--- config.mk ---
export PLATFORM = sky130hd
export DESIGN_NAME = pulse_seq_ctrl
export DESIGN_NICKNAME = d
export VERILOG_FILES = /design/src/rtl/pulse_seq_ctrl.sv
export SDC_FILE = /design/constraint.sdc
export NUM_CORES = 1
export LEC_CHECK = 0
export ABC_AREA = 1
export BUFFER_PORTS_ARGS = -buffer_cell sky130_fd_sc_hd__buf_2
export CORE_ASPECT_RATIO = 1.5
export CORE_MARGIN = 2
export CORE_UTILIZATION = 53
export CTS_CLUSTER_DIAMETER = 60
export DETAILED_ROUTE_END_ITERATION = 10
export PLACE_DENSITY = 0.77
export SYNTH_ARGS = -nofsm -noshare
export SYNTH_HDL_FRONTEND = slang
export SYNTH_SLANG_ARGS = --single-unit
--- constraint.sdc ---
create_clock -name clk -period 2.3 [get_ports clk]
set_input_delay 0.345 -clock clk [delete_from_list [all_inputs] [get_ports clk]]
set_output_delay 0.345 -clock clk [all_outputs]
set_load 0.005 [all_outputs]
--- src/rtl/pulse_seq_ctrl.sv ---
// Counted stimulus sequencer: rep_num pulses of pw_us width separated by gap_us lows
// on the latched channel mask, timed from a 1 us tick divided down from clk.
module pulse_seq_ctrl #(
    parameter int unsigned CNT_1US = 50,
    parameter int unsigned CH_W    = 4
) (
    input  logic            clk,
    input  logic            rst_n,
    input  logic            start,
    input  logic            abort,
    input  logic [CH_W-1:0] ch_sel,
    input  logic [15:0]     pw_us,
    input  logic [15:0]     gap_us,
    input  logic [7:0]      rep_num,
    output logic [CH_W-1:0] pulse_out,
    output logic            busy,
    output logic            done,
    output logic            aborted,
    output logic [7:0]      rep_cnt
);
    localparam int unsigned US_W   = 16;
    localparam int unsigned REP_W  = 8;
    localparam int unsigned REPC_W = REP_W + 1;
    localparam int unsigned DIV_W  = (CNT_1US > 1) ? $clog2(CNT_1US) : 1;

    typedef enum logic [1:0] {
        IDLE  = 2'd0,
        PULSE = 2'd1,
        GAP   = 2'd2,
        DONE  = 2'd3
    } state_e;

    state_e            state_q;
    state_e            state_d;
    logic [CH_W-1:0]   ch_q;
    logic [US_W-1:0]   pw_q;
    logic [US_W-1:0]   gap_q;
    logic [REP_W-1:0]  rep_num_q;
    logic [DIV_W-1:0]  cnt_div;
    logic [US_W-1:0]   us_cnt;

    logic              go;
    logic              tick;
    logic              pulse_end;
    logic              gap_end;
    logic              last_rep;

    logic [CH_W-1:0]   pulse_d;
    logic              busy_d;
    logic              done_d;
    logic              aborted_d;

    assign go        = (state_q == IDLE) && start;
    assign tick      = (cnt_div == DIV_W'(CNT_1US - 1));
    assign pulse_end = (state_q == PULSE) && tick && (us_cnt == pw_q - US_W'(1));
    assign gap_end   = (state_q == GAP) && tick && (us_cnt == gap_q - US_W'(1));
    assign last_rep  = ({1'b0, rep_cnt} + REPC_W'(1)) == {1'b0, rep_num_q};

    always_ff @(posedge clk or negedge rst_n) begin
        if (!rst_n) begin
            state_q <= IDLE;
        end else begin
            state_q <= state_d;
        end
    end

    // Abort takes priority over every phase completion.
    always_comb begin
        state_d = state_q;
        unique case (state_q)
            IDLE: begin
                if (start) begin
                    state_d = (rep_num == REP_W'(0)) ? DONE : PULSE;
                end
            end
            PULSE: begin
                if (abort) begin
                    state_d = IDLE;
                end else if (pulse_end) begin
                    state_d = last_rep ? DONE : GAP;
                end
            end
            GAP: begin
                if (abort) begin
                    state_d = IDLE;
                end else if (gap_end) begin
                    state_d = PULSE;
                end
            end
            DONE: begin
                state_d = IDLE;
            end
            default: begin
                state_d = IDLE;
            end
        endcase
    end

    // Next values of the registered outputs, derived from the upcoming state.
    always_comb begin
        pulse_d   = '0;
        busy_d    = (state_d != IDLE);
        done_d    = (state_d == DONE);
        aborted_d = abort && (state_q != IDLE);
        if (state_d == PULSE) begin
            pulse_d = go ? ch_sel : ch_q;
        end
    end

    always_ff @(posedge clk or negedge rst_n) begin
        if (!rst_n) begin
            pulse_out <= '0;
            busy      <= 1'b0;
            done      <= 1'b0;
            aborted   <= 1'b0;
        end else begin
            pulse_out <= pulse_d;
            busy      <= busy_d;
            done      <= done_d;
            aborted   <= aborted_d;
        end
    end

    // Config latch, completed-pulse count, and per-phase us timing (restarts on every state entry).
    always_ff @(posedge clk or negedge rst_n) begin
        if (!rst_n) begin
            ch_q      <= '0;
            pw_q      <= '0;
            gap_q     <= '0;
            rep_num_q <= '0;
            rep_cnt   <= '0;
            cnt_div   <= '0;
            us_cnt    <= '0;
        end else begin
            if (go) begin
                ch_q      <= ch_sel;
                pw_q      <= (pw_us == US_W'(0)) ? US_W'(1) : pw_us;
                gap_q     <= (gap_us == US_W'(0)) ? US_W'(1) : gap_us;
                rep_num_q <= rep_num;
                rep_cnt   <= '0;
            end else if (pulse_end && !abort) begin
                rep_cnt <= rep_cnt + REP_W'(1);
            end

            if ((state_d != state_q) || (state_q == IDLE)) begin
                cnt_div <= '0;
                us_cnt  <= '0;
            end else if (tick) begin
                cnt_div <= '0;
                us_cnt  <= us_cnt + US_W'(1);
            end else begin
                cnt_div <= cnt_div + DIV_W'(1);
            end
        end
    end

endmodule

==> results of run 1 <==
cell type report:
class                           instances  area, um^2  area share [%]
Multi-Input combinational cell        522        3080            46.1
Sequential cell                        83        2080            31.2
Timing Repair Buffer                  115         757            11.3
Inverter                               80         305            4.58
Clock buffer                           10         229            3.43
Tap cell                              115         144            2.16
Clock inverter                          4        76.3            1.14
cell usage in the layout (no fill, tap or decap), types with 3 or more instances in the layout:
cell type / n
sky130_fd_sc_hd__buf_2: 61
sky130_fd_sc_hd__buf_4: 46
sky130_fd_sc_hd__buf_6: 5
sky130_fd_sc_hd__clkbuf_16: 9
sky130_fd_sc_hd__dfrtp_1: 77
sky130_fd_sc_hd__dfrtp_2: 6
sky130_fd_sc_hd__ha_1: 3
sky130_fd_sc_hd__inv_1: 70
sky130_fd_sc_hd__inv_2: 9
sky130_fd_sc_hd__nand2_1: 200
sky130_fd_sc_hd__nand2_2: 14
sky130_fd_sc_hd__nand2_8: 4
sky130_fd_sc_hd__nand3_1: 27
sky130_fd_sc_hd__nand3_2: 11
sky130_fd_sc_hd__nand3b_1: 7
sky130_fd_sc_hd__nand4_1: 24
sky130_fd_sc_hd__nor2_1: 58
sky130_fd_sc_hd__nor2_2: 17
sky130_fd_sc_hd__nor2_4: 22
sky130_fd_sc_hd__nor3_1: 7
sky130_fd_sc_hd__nor3_2: 6
sky130_fd_sc_hd__nor4_1: 14
sky130_fd_sc_hd__o21ai_0: 24
sky130_fd_sc_hd__o22ai_1: 5
sky130_fd_sc_hd__or2_2: 8
sky130_fd_sc_hd__xnor2_1: 15
sky130_fd_sc_hd__xor2_1: 33
metrics by stage:
stage	setup WS [ns]	hold WS [ns]	instance area, um^2	power, W
3_5_place_dp	-0.152	0.307	5900	0.00294
3_3_place_gp	-0.0366	0.308	5900	0.00291
6_report	-0.106	0.207	6670	0.00465
5_1_grt	-0.210	0.219	6670	0.00489
2_1_floorplan	0.143	0.0494	5240	0.00259
4_1_cts	-0.0824	0.208	6370	0.00451
synth_stat cells (all sizes together):
cell type	count
a21o	1
a21oi	1
a22oi	2
and2	2
buf	6
clkbuf	12
dfrtp	83
ha	6
inv	80
nand2	218
nand3	39
nand3b	7
nand4	25
nor2	97
nor3	15
nor4	14
o21ai	28
o22ai	5
o31ai	1
or2	9
xnor2	15
xnor3	1
xor2	35
path summary, 6_finish.rpt:
| kind | slack (ns) | from | depth (start not counted) | end |
|---|---|---|---|---|
| worst min register to register | 0.50 | pw_q[15] | 2 | pw_q[15] |
| max in group asynchronous | 1.18 | rst_n | 3 | pw_q[7] |
| worst max-delay path | -0.11 | cnt_div[1] | 15 | busy |
| min in group asynchronous | 0.49 | rst_n | 2 | rep_num_q[0] |
| worst min-delay path | 0.21 | pw_us[5] | 3 | pw_q[5] |
| worst max register to register | -0.11 | cnt_div[1] | 15 | busy |
layer usage:
layer	part of all wire, %	up-vias	GRT usage, %
met5	0	-	0
met1	39	2346	30.7
met4	3.9	0	14.0
met3	3.4	43	3.54
met2	54	125	47.5
li1	-	2450	-
flip-flops by register name, indices dropped and copies added (netlist names):
register and count:
aborted 1, busy 1, ch_q 4, cnt_div 6
done 1, gap_q 16, pulse_out 4, pw_q 16
rep_cnt 8, rep_num_q 8, state_q 2, us_cnt 16
critical path, cell delays in order (launching register included):
cell and delay (ns):
sky130_fd_sc_hd__dfrtp_1 0.38, sky130_fd_sc_hd__inv_1 0.06, sky130_fd_sc_hd__ha_2 0.18, sky130_fd_sc_hd__nand3_2 0.10, sky130_fd_sc_hd__nor2_4 0.13, sky130_fd_sc_hd__buf_6 0.12
sky130_fd_sc_hd__nand2_2 0.05, sky130_fd_sc_hd__nor2_2 0.09, sky130_fd_sc_hd__nand3_2 0.09, sky130_fd_sc_hd__nor2_2 0.12, sky130_fd_sc_hd__nand3_2 0.10, sky130_fd_sc_hd__o21ai_4 0.18
sky130_fd_sc_hd__nand3_2 0.12, sky130_fd_sc_hd__buf_4 0.16, sky130_fd_sc_hd__buf_6 0.11, sky130_fd_sc_hd__or2_2 0.29
repair_timing:
| action | in CTS | in global routing |
|---|---|---|
| gates cloned | 1 | 0 |
| endpoints found under the setup margin | 27 | 34 |
| resized for setup | 20 | 62 |
| pin swaps | 15 | 31 |
| hold buffers | 1 | 0 |
| endpoints found under the hold margin | 31 | 0 |
| setup buffers | 8 | 8 |
power groups by stage:
stage | clock [W] | sequential (W) | combinational, W
after floorplan | 0 | 0.00181 | 0.000787
after global placement | 0 | 0.00186 | 0.00105
after detailed placement | 0 | 0.00186 | 0.00108
after CTS | 0.00154 | 0.00184 | 0.00113
after global routing | 0.00159 | 0.00188 | 0.00143
final | 0.00153 | 0.00185 | 0.00127
cell families after synthesis:
group	after synthesis	share of synthesized area, %
DFF	83	39.6
adders and majority gates	6	1.43
AOI/OAI and AO/OA	38	4.01
xor gates and xnor gates	51	8.78
buffers and inverters	98	7.56
and+or+nand+nor	426	38.6
==> metrics.json, run 1 <==
{
  "yosys_warnings": {"value": 0},
  "detail_route.drc_violations": {"value": 0},
  "antenna-diode-count": {"value": 0},
  "ys_ff_latch": {"value": 83},
  "critical_path.endpoint_type": {"value": "register"},
  "boundaryPins": {"value": 63},
  "critPathLaunchType": {"value": "register"},
  "detailedPlacementHpwl": {"value": 10300, "unit": "um"},
  "worstPathArrival": {"value": 2.63, "unit": "ns"},
  "routed_wire_per_std_cell": {"value": 15.1, "unit": "um"},
  "syn-mean-instance-area": {"value": 7.47, "unit": "um^2"},
  "power.sequential.fraction": {"value": 39.8, "unit": "%"},
  "finalWorstSetupSlack": {"value": -0.106, "unit": "ns"},
  "swShare": {"value": 33.3, "unit": "%"},
  "worst_setup_skew_after_layout": {"value": 0.00799, "unit": "ns"},
  "vias": {"value": 4964},
  "post-synth-top-area-fraction": {"value": 39.6, "unit": "%"},
  "clkLatencyLatePin": {"value": 0.34, "unit": "ns"},
  "peakVddDrop": {"value": 518, "unit": "uV"},
  "dieWidth": {"value": 85.2, "unit": "um"},
  "period_utilisation_layout": {"value": 105, "unit": "%"},
  "netlist-cell-type-count": {"value": 38},
  "cts_inserted_buffers": {"value": 9},
  "totalNegativeSetupSlack": {"value": -0.381, "unit": "ns"},
  "critical_path_peak_fanout": {"value": 3},
  "floorplan.core_area": {"value": 9630, "unit": "um^2"},
  "critPathRequiredTime": {"value": 2.52, "unit": "ns"},
  "worst_setup_hold_path_clk_slew": {"value": 0.06, "unit": "ns"},
  "headroom_to_the_max_slew_limit": {"value": 57.4, "unit": "%"},
  "initial_core_util": {"value": 54.4, "unit": "%"},
  "post_synthesis_net_count": {"value": 756},
  "htreeDepth": {"value": 3},
  "netlist_area": {"value": 5240, "unit": "um^2"},
  "number_of_global_route_vias_before_repair": {"value": 5000},
  "cts_tree": {"value": "yes"},
  "place_congestion": {"value": 0.969},
  "finalSetupViolations": {"value": 10},
  "violations": {"value": "negative setup slack"},
  "run_status": {"value": "finished, violations left"},
  "design.die.area": {"value": 10700, "unit": "um^2"},
  "path_class": {"value": "reg -> reg"},
  "netlist_top_cells_area": {"value": "sky130_fd_sc_hd__dfrtp_1 (40%), sky130_fd_sc_hd__nand2_1 (15%), sky130_fd_sc_hd__xor2_1 (5.8%), sky130_fd_sc_hd__inv_1 (5.2%), sky130_fd_sc_hd__nor2_1 (5.2%)"},
  "final_net_count": {"value": 865},
  "gr-total-overflow": {"value": 0},
  "synth-seq-area-share": {"value": 39.6, "unit": "%"},
  "dp_cells": {"value": 897},
  "die_height": {"value": 126, "unit": "um"},
  "fmaxAchievable": {"value": 416, "unit": "MHz"},
  "drt-vias-per-instance": {"value": 5.34},
  "pwr_density_cell": {"value": 698, "unit": "nW/um^2"},
  "power.internal": {"value": 0.00310, "unit": "W"},
  "cts.sink_count": {"value": 83},
  "root_buffer_cell": {"value": "sky130_fd_sc_hd__clkbuf_16"},
  "max_cap_violations": {"value": 0},
  "combPwrFrac": {"value": 27.3, "unit": "%"},
  "firstDrtPassIters": {"value": 6},
  "area.growth.synth_to_final": {"value": 27.2, "unit": "%"},
  "static-leakage-power": {"value": 3.22, "unit": "nW"},
  "hold_viol_final": {"value": 0},
  "fp-row-count": {"value": 44},
  "rsz0062_at_grt": {"value": "yes"},
  "cts-root-to-sink-buffers": {"value": 2},
  "maxSlewViolCount": {"value": 0},
  "count_of_filler_cells_inserted_in_the_layout": {"value": 794},
  "globalRouteTotalUtil": {"value": 26.7, "unit": "%"},
  "grt_first_pass_wirelength": {"value": 22900, "unit": "um"},
  "drt_wl_total": {"value": 14000, "unit": "um"},
  "drtIter0Drc": {"value": 255},
  "synth_area_leader_cell": {"value": "sky130_fd_sc_hd__dfrtp_1"},
  "grt_max_degree": {"value": 53},
  "layout-drive-gt1-share": {"value": 29.2, "unit": "%"},
  "pwr-share-clk": {"value": 32.9, "unit": "%"},
  "final_core_util": {"value": 69.2, "unit": "%"},
  "worst_margin_slew": {"value": 0.638, "unit": "ns"},
  "synthesis.instances": {"value": 702},
  "hold_path_class": {"value": "in -> reg"},
  "portBuffers": {"value": 62},
  "period_minus_slack": {"value": 2.41, "unit": "ns"},
  "grt_antenna_before_repair": {"value": 0},
  "netSwitchingPower": {"value": 0.00155, "unit": "W"},
  "final_antenna_net_count": {"value": 0},
  "post_layout_nonfiller_instances": {"value": 929}
}
No activity file was read; power rests on OpenSTA's default activity.
==> inputs of run 2 (changes only) <==
--- a/config.mk
+++ b/config.mk
@@ -13,6 +13,8 @@
 export CTS_CLUSTER_DIAMETER = 60
 export DETAILED_ROUTE_END_ITERATION = 10
 export PLACE_DENSITY = 0.77
+export RECOVER_POWER = 25
+export REMOVE_ABC_BUFFERS = 1
 export SYNTH_ARGS = -nofsm -noshare
 export SYNTH_HDL_FRONTEND = slang
 export SYNTH_SLANG_ARGS = --single-unit
==> metrics.json, run 2 (same netlist as run 1, synthesis figures left out) <==
{
  "run_status": {"value": "finished, violations left"},
  "violations": {"value": "max-capacitance violations, max-slew violations, negative setup slack"},
  "pwr_density_cell": {"value": 714, "unit": "nW/um^2"},
  "critical_path_cell_with_the_highest_stage_delay": {"value": "sky130_fd_sc_hd__dfrtp_1"},
  "area.growth.synth_to_final": {"value": 28.9, "unit": "%"},
  "root_buffer_cell": {"value": "sky130_fd_sc_hd__clkbuf_16"},
  "peakVddDrop": {"value": 542, "unit": "uV"},
  "finalPower": {"value": 0.00482, "unit": "W"},
  "power.sequential.fraction": {"value": 38.5, "unit": "%"},
  "hold_path_class": {"value": "in -> reg"},
  "cts_inserted_buffers": {"value": 9},
  "boundaryPins": {"value": 63},
  "firstDrtPassIters": {"value": 5},
  "globalRouteTotalUtil": {"value": 25.6, "unit": "%"},
  "mostFrequentLayoutCells": {"value": "sky130_fd_sc_hd__nand2_1 (203), sky130_fd_sc_hd__dfrtp_1 (80), sky130_fd_sc_hd__inv_1 (68)"},
  "finalWorstSetupSlack": {"value": -0.325, "unit": "ns"},
  "portBuffers": {"value": 62},
  "routed_wire_per_std_cell": {"value": 16.0, "unit": "um"},
  "antenna-diode-count": {"value": 0},
  "worstPathArrival": {"value": 2.88, "unit": "ns"},
  "largest_registers": {"value": "gap_q (16), pw_q (16), us_cnt (16)"},
  "layout-drive-gt1-share": {"value": 29.0, "unit": "%"},
  "crit_path_most_repeated_cell": {"value": "sky130_fd_sc_hd__nand2_2"},
  "design.die.area": {"value": 10700, "unit": "um^2"},
  "worst_hold_slack": {"value": 0.202, "unit": "ns"},
  "worst_r2r_startpoint": {"value": "cnt_div[1]"},
  "fmaxAchievable": {"value": 381, "unit": "MHz"},
  "worstHoldStart": {"value": "pw_us[10]"},
  "die_height": {"value": 126, "unit": "um"},
  "drtIter0Drc": {"value": 329},
  "pwr-share-clk": {"value": 32.8, "unit": "%"},
  "grt_antenna_before_repair": {"value": 0},
  "combPwrFrac": {"value": 28.7, "unit": "%"},
  "cts.sink_count": {"value": 83},
  "setup.worst_path.start": {"value": "cnt_div[1]"},
  "dieWidth": {"value": 85.2, "unit": "um"},
  "grt_first_pass_wirelength": {"value": 22100, "unit": "um"},
  "initial_core_util": {"value": 54.4, "unit": "%"},
  "worst_setup_skew_after_layout": {"value": 0.00927, "unit": "ns"},
  "finalSetupViolations": {"value": 37},
  "max_cap_violations": {"value": 1},
  "drt-vias-per-instance": {"value": 5.57},
  "critPathRequiredTime": {"value": 2.55, "unit": "ns"},
  "crit_chain": {"value": "inv_1 -> ha_2 -> nand3_2 -> nor2_2 -> buf_4 -> nand2_2 -> nor2_1 -> nand3_1 -> nor2_2 -> nand3_2 -> o21ai_4 -> nand3_4 -> nand2_2 -> nand2_2 -> clkinv_4 -> buf_6 -> nand2_8 -> nor3_4"},
  "place_congestion": {"value": 0.934},
  "fp-row-count": {"value": 44},
  "final_antenna_net_count": {"value": 0},
  "static-leakage-power": {"value": 3.25, "unit": "nW"},
  "cts-root-to-sink-buffers": {"value": 2},
  "critPathLaunchType": {"value": "register"},
  "critical_path.endpoint_type": {"value": "register"},
  "power.internal": {"value": 0.00318, "unit": "W"},
  "floorplan.core_area": {"value": 9630, "unit": "um^2"},
  "final_net_count": {"value": 867},
  "rsz0062_at_grt": {"value": "yes"},
  "vias": {"value": 5196},
  "slowest_delay": {"value": 0.40, "unit": "ns"},
  "htreeDepth": {"value": 3},
  "critical_path_peak_fanout": {"value": 5},
  "worst_setup_hold_path_clk_slew": {"value": 0.07, "unit": "ns"},
  "headroom_to_the_max_slew_limit": {"value": -0.150, "unit": "%"},
  "drt_wl_total": {"value": 14900, "unit": "um"},
  "path_class": {"value": "reg -> reg"},
  "period_minus_slack": {"value": 2.63, "unit": "ns"},
  "detail_route.drc_violations": {"value": 0},
  "period_utilisation_layout": {"value": 114, "unit": "%"},
  "cts_tree": {"value": "yes"},
  "detailedPlacementHpwl": {"value": 9530, "unit": "um"},
  "maxSlewViolCount": {"value": 28},
  "grt_max_degree": {"value": 47},
  "gr-total-overflow": {"value": 0},
  "number_of_global_route_vias_before_repair": {"value": 4864},
  "worst_margin_slew": {"value": 1.50, "unit": "ns"},
  "hold_viol_final": {"value": 0},
  "netSwitchingPower": {"value": 0.00164, "unit": "W"},
  "clkLatencyLatePin": {"value": 0.35, "unit": "ns"},
  "swShare": {"value": 34.0, "unit": "%"},
  "final_common_cell": {"value": "sky130_fd_sc_hd__nand2_1"}
}
run 2: cell types whose count changed in the layout (fill, tap and decap cells not counted), sizes merged:
cell / change
nand2: +1
clkinvlp: +3
run 2: worst max-delay path, delay by kind of cell (launching register included):
family	cells	cell delay [ns]
compound gates	1	0.23
fa+ha+maj	1	0.17
buf+inv	4	0.46
flops	1	0.40
simple gates	12	1.23
run 2: final timing paths:
path                                end  slack [ns]  cells after the start
max                          cnt_div[4]       -0.33                     18
min in group asynchronous  rep_num_q[2]        0.89                      2
max in group asynchronous      gap_q[6]        0.18                      3
max reg2reg                  cnt_div[4]       -0.33                     18
min                            pw_q[10]        0.20                      3
min reg2reg                rep_num_q[0]        0.51                      2
run 2: what timing repair did:
item / CTS / global route
endpoints found under the hold margin: 26 / 0
gates resized for setup: 20 / 64
hold buffers: 1 / 0
setup buffers: 11 / 20
cloned: 1 / 1
endpoints found under the setup margin: 28 / 37
pin swaps: 11 / 23
run 2: layout make-up:
class,instances,area [um^2]
Tap cell,115,144
Fill cell,682,2880
Timing Repair Buffer,116,793
Clock inverter,7,100
Multi-Input combinational cell,523,3110
Clock buffer,9,225
Inverter,80,309
Sequential cell,83,2080
run 2: per-layer routing:
metal	up-vias	wire length (um)	GRT usage, %
met5	-	0	0
met4	0	806	12.7
met3	71	626	4.85
met2	189	8100	46.6
met1	2493	5350	27.7
li1	2443	-	-
run 2: through the flow:
stage | TNS, ns | area, um^2 | std cells | utilization [%] | setup slack (ns)
final | -7.28 | 6760 | 933 | 70.1 | -0.325
after global routing | -14.49 | 6760 | 933 | 70.1 | -0.386
after CTS | 0 | 6330 | 912 | 65.8 | 0.000423
after detailed placement | -1.43 | 5800 | 883 | 60.2 | -0.113
after global placement | 0 | 5800 | 883 | 60.2 | 0.00379
after floorplan | -5.97 | 5150 | 684 | - | -0.338
run 2: power groups by stage:
| stage | Combinational [W] | Sequential (W) | Clock (W) |
|---|---|---|---|
| detailed placement | 0.00106 | 0.00185 | 0 |
| CTS | 0.00118 | 0.00183 | 0.00159 |
| finish | 0.00138 | 0.00186 | 0.00158 |
| floorplan | 0.000766 | 0.00181 | 0 |
| global placement | 0.00102 | 0.00185 | 0 |
| global route | 0.00153 | 0.00188 | 0.00165 |
==> inputs of run 3 (changes only) <==
--- a/config.mk
+++ b/config.mk
@@ -7,10 +7,12 @@
 export LEC_CHECK = 0
 export ABC_AREA = 1
 export BUFFER_PORTS_ARGS = -buffer_cell sky130_fd_sc_hd__buf_2
-export CORE_ASPECT_RATIO = 1.5
+export CORE_ASPECT_RATIO = 1.1
 export CORE_MARGIN = 2
 export CORE_UTILIZATION = 53
+export CTS_BUF_LIST = sky130_fd_sc_hd__clkbuf_4 sky130_fd_sc_hd__clkbuf_8 sky130_fd_sc_hd__clkbuf_16
 export CTS_CLUSTER_DIAMETER = 60
+export CTS_CLUSTER_SIZE = 10
 export DETAILED_ROUTE_END_ITERATION = 10
 export PLACE_DENSITY = 0.77
 export RECOVER_POWER = 25
==> metrics.json, run 3 (same netlist as run 1, synthesis figures left out) <==
{
  "vias": {"value": 4927},
  "cts_tree": {"value": "yes"},
  "worst_margin_slew": {"value": 1.60, "unit": "ns"},
  "area.growth.synth_to_final": {"value": 22.0, "unit": "%"},
  "hold_path_class": {"value": "in -> reg"},
  "final_net_count": {"value": 850},
  "pwr_density_cell": {"value": 667, "unit": "nW/um^2"},
  "maxSlewViolCount": {"value": 63},
  "period_minus_slack": {"value": 2.39, "unit": "ns"},
  "cts-root-to-sink-buffers": {"value": 2},
  "headroom_to_the_max_slew_limit": {"value": -6.61, "unit": "%"},
  "grt_max_degree": {"value": 63},
  "grt_antenna_before_repair": {"value": 0},
  "worstPathArrival": {"value": 2.64, "unit": "ns"},
  "drtIter0Drc": {"value": 363},
  "finalSetupViolations": {"value": 12},
  "cts_inserted_buffers": {"value": 9},
  "portBuffers": {"value": 62},
  "routed_wire_per_std_cell": {"value": 14.2, "unit": "um"},
  "violations": {"value": "max-capacitance violations, max-slew violations, negative setup slack"},
  "worst_setup_hold_path_clk_slew": {"value": 0.08, "unit": "ns"},
  "route.layer.met1.wl": {"value": 5370, "unit": "um"},
  "place_congestion": {"value": 0.951},
  "final_core_util": {"value": 65.7, "unit": "%"},
  "mostFrequentLayoutCells": {"value": "sky130_fd_sc_hd__nand2_1 (204), sky130_fd_sc_hd__dfrtp_1 (82), sky130_fd_sc_hd__inv_1 (70)"},
  "detail_route.drc_violations": {"value": 0},
  "dieWidth": {"value": 98.8, "unit": "um"},
  "fmaxAchievable": {"value": 418, "unit": "MHz"},
  "peakVddDrop": {"value": 353, "unit": "uV"},
  "clkLatencyLatePin": {"value": 0.36, "unit": "ns"},
  "combPwrFrac": {"value": 29.2, "unit": "%"},
  "max_cap_violations": {"value": 1},
  "run_status": {"value": "finished, violations left"},
  "hold_viol_final": {"value": 0},
  "detailedPlacementHpwl": {"value": 9210, "unit": "um"},
  "firstDrtPassIters": {"value": 5},
  "placedInstanceArea": {"value": 5790, "unit": "um^2"},
  "power.internal": {"value": 0.00282, "unit": "W"},
  "drt_wl_total": {"value": 13100, "unit": "um"},
  "fp-row-count": {"value": 38},
  "gr-total-overflow": {"value": 0},
  "pwr-share-clk": {"value": 27.9, "unit": "%"},
  "final_antenna_net_count": {"value": 0},
  "root_buffer_cell": {"value": "sky130_fd_sc_hd__clkbuf_8"},
  "netSwitchingPower": {"value": 0.00145, "unit": "W"},
  "swShare": {"value": 34.0, "unit": "%"},
  "critical_path_peak_fanout": {"value": 4},
  "die_height": {"value": 108, "unit": "um"},
  "wl_met2": {"value": 6850, "unit": "um"},
  "period_utilisation_layout": {"value": 104, "unit": "%"},
  "drt-vias-per-instance": {"value": 5.35},
  "layout-drive-gt1-share": {"value": 26.1, "unit": "%"},
  "totalNegativeSetupSlack": {"value": -0.387, "unit": "ns"},
  "antenna-diode-count": {"value": 0},
  "htreeDepth": {"value": 3},
  "boundaryPins": {"value": 63},
  "grt_first_pass_wirelength": {"value": 21600, "unit": "um"},
  "path_class": {"value": "reg -> reg"},
  "design.die.area": {"value": 10700, "unit": "um^2"},
  "power.sequential.fraction": {"value": 42.9, "unit": "%"},
  "highest-signal-layer": {"value": "met4"},
  "initial_core_util": {"value": 53.8, "unit": "%"},
  "critPathLaunchType": {"value": "register"},
  "final_design_area_no_fill": {"value": 6400, "unit": "um^2"},
  "floorplan.core_area": {"value": 9750, "unit": "um^2"},
  "critPathRequiredTime": {"value": 2.55, "unit": "ns"},
  "worst_setup_skew_after_layout": {"value": 0.0117, "unit": "ns"},
  "finalPower": {"value": 0.00427, "unit": "W"},
  "finalWorstSetupSlack": {"value": -0.0904, "unit": "ns"},
  "number_of_global_route_vias_before_repair": {"value": 4791},
  "rsz0062_at_grt": {"value": "yes"},
  "final_common_cell": {"value": "sky130_fd_sc_hd__nand2_1"},
  "globalRouteTotalUtil": {"value": 25.0, "unit": "%"},
  "dp_worst_setup_slack": {"value": -0.0882, "unit": "ns"},
  "largest_registers": {"value": "gap_q (16), pw_q (16), us_cnt (16)"},
  "critical_path.endpoint_type": {"value": "register"},
  "detailroute.wirelength.met3": {"value": 645, "unit": "um"},
  "cts.sink_count": {"value": 83},
  "static-leakage-power": {"value": 3.12, "unit": "nW"},
  "hold_buffers": {"value": 0}
}
==> run 3: repair_timing <==
action                     in CTS  in global routing
gates resized for setup        22                 39
pin swaps                      10                 19
setup endpoints to repair      27                 31
gates cloned                    1                  0
setup buffers                   7                 10
==> run 3: metal layers <==
| layer | GRT usage (%) | vias to the layer above |
|---|---|---|
| li1 | - | 2418 |
| met1 | 30.2 | 2331 |
| met2 | 44.5 | 154 |
| met3 | 4.33 | 24 |
| met4 | 9.49 | 0 |
| met5 | 0 | - |
==> run 3: per-stage QoR <==
stage               hold WS (ns)  cells
floorplan                 0.0494    684
CTS                       0.0887    911
global placement           0.473    887
finish                     0.188    921
global route               0.183    921
detailed placement         0.487    887
==> run 3: final timing paths <==
| check | slack (ns) | startpoint | endpoint | depth (start not counted) |
|---|---|---|---|---|
| max in group asynchronous | 0.85 | rst_n | pw_q[3] | 1 |
| setup reg to reg | -0.09 | gap_q[1] | busy | 13 |
| setup / recovery | -0.09 | gap_q[1] | busy | 13 |
| hold / removal | 0.19 | pw_us[11] | pw_q[11] | 3 |
| hold reg to reg | 0.51 | rep_num_q[4] | rep_num_q[4] | 2 |
| min in group asynchronous | 0.38 | rst_n | rep_cnt[2] | 1 |
==> run 3: final cells by class <==
type	instances	area [um^2]
Tap cell	120	150
Clock buffer	12	153
Clock inverter	4	73.8
Timing Repair Buffer	100	623
Inverter	80	305
Multi-Input combinational cell	522	3020
Fill cell	790	3350
Sequential cell	83	2080
==> run 3: worst max-delay path: stages, from the launching register on <==
cell	delay [ns]
sky130_fd_sc_hd__dfrtp_1	0.42
sky130_fd_sc_hd__nor2_4	0.16
sky130_fd_sc_hd__nand2_4	0.08
sky130_fd_sc_hd__nor2_4	0.13
sky130_fd_sc_hd__buf_4	0.12
sky130_fd_sc_hd__xor2_1	0.17
sky130_fd_sc_hd__nand3_1	0.11
sky130_fd_sc_hd__nor2_2	0.12
sky130_fd_sc_hd__nand3_2	0.11
sky130_fd_sc_hd__o21ai_4	0.19
sky130_fd_sc_hd__nand3_2	0.11
sky130_fd_sc_hd__buf_4	0.16
sky130_fd_sc_hd__buf_6	0.11
sky130_fd_sc_hd__or2_2	0.29
==> run 3: power groups by stage <==
stage / clock network (W) / registers (W) / logic (W)
2_1_floorplan: 0 / 0.00181 / 0.000766
3_3_place_gp: 0 / 0.00184 / 0.00102
3_5_place_dp: 0 / 0.00185 / 0.00105
4_1_cts: 0.00121 / 0.00182 / 0.00115
5_1_grt: 0.00128 / 0.00186 / 0.00141
6_report: 0.00119 / 0.00183 / 0.00125
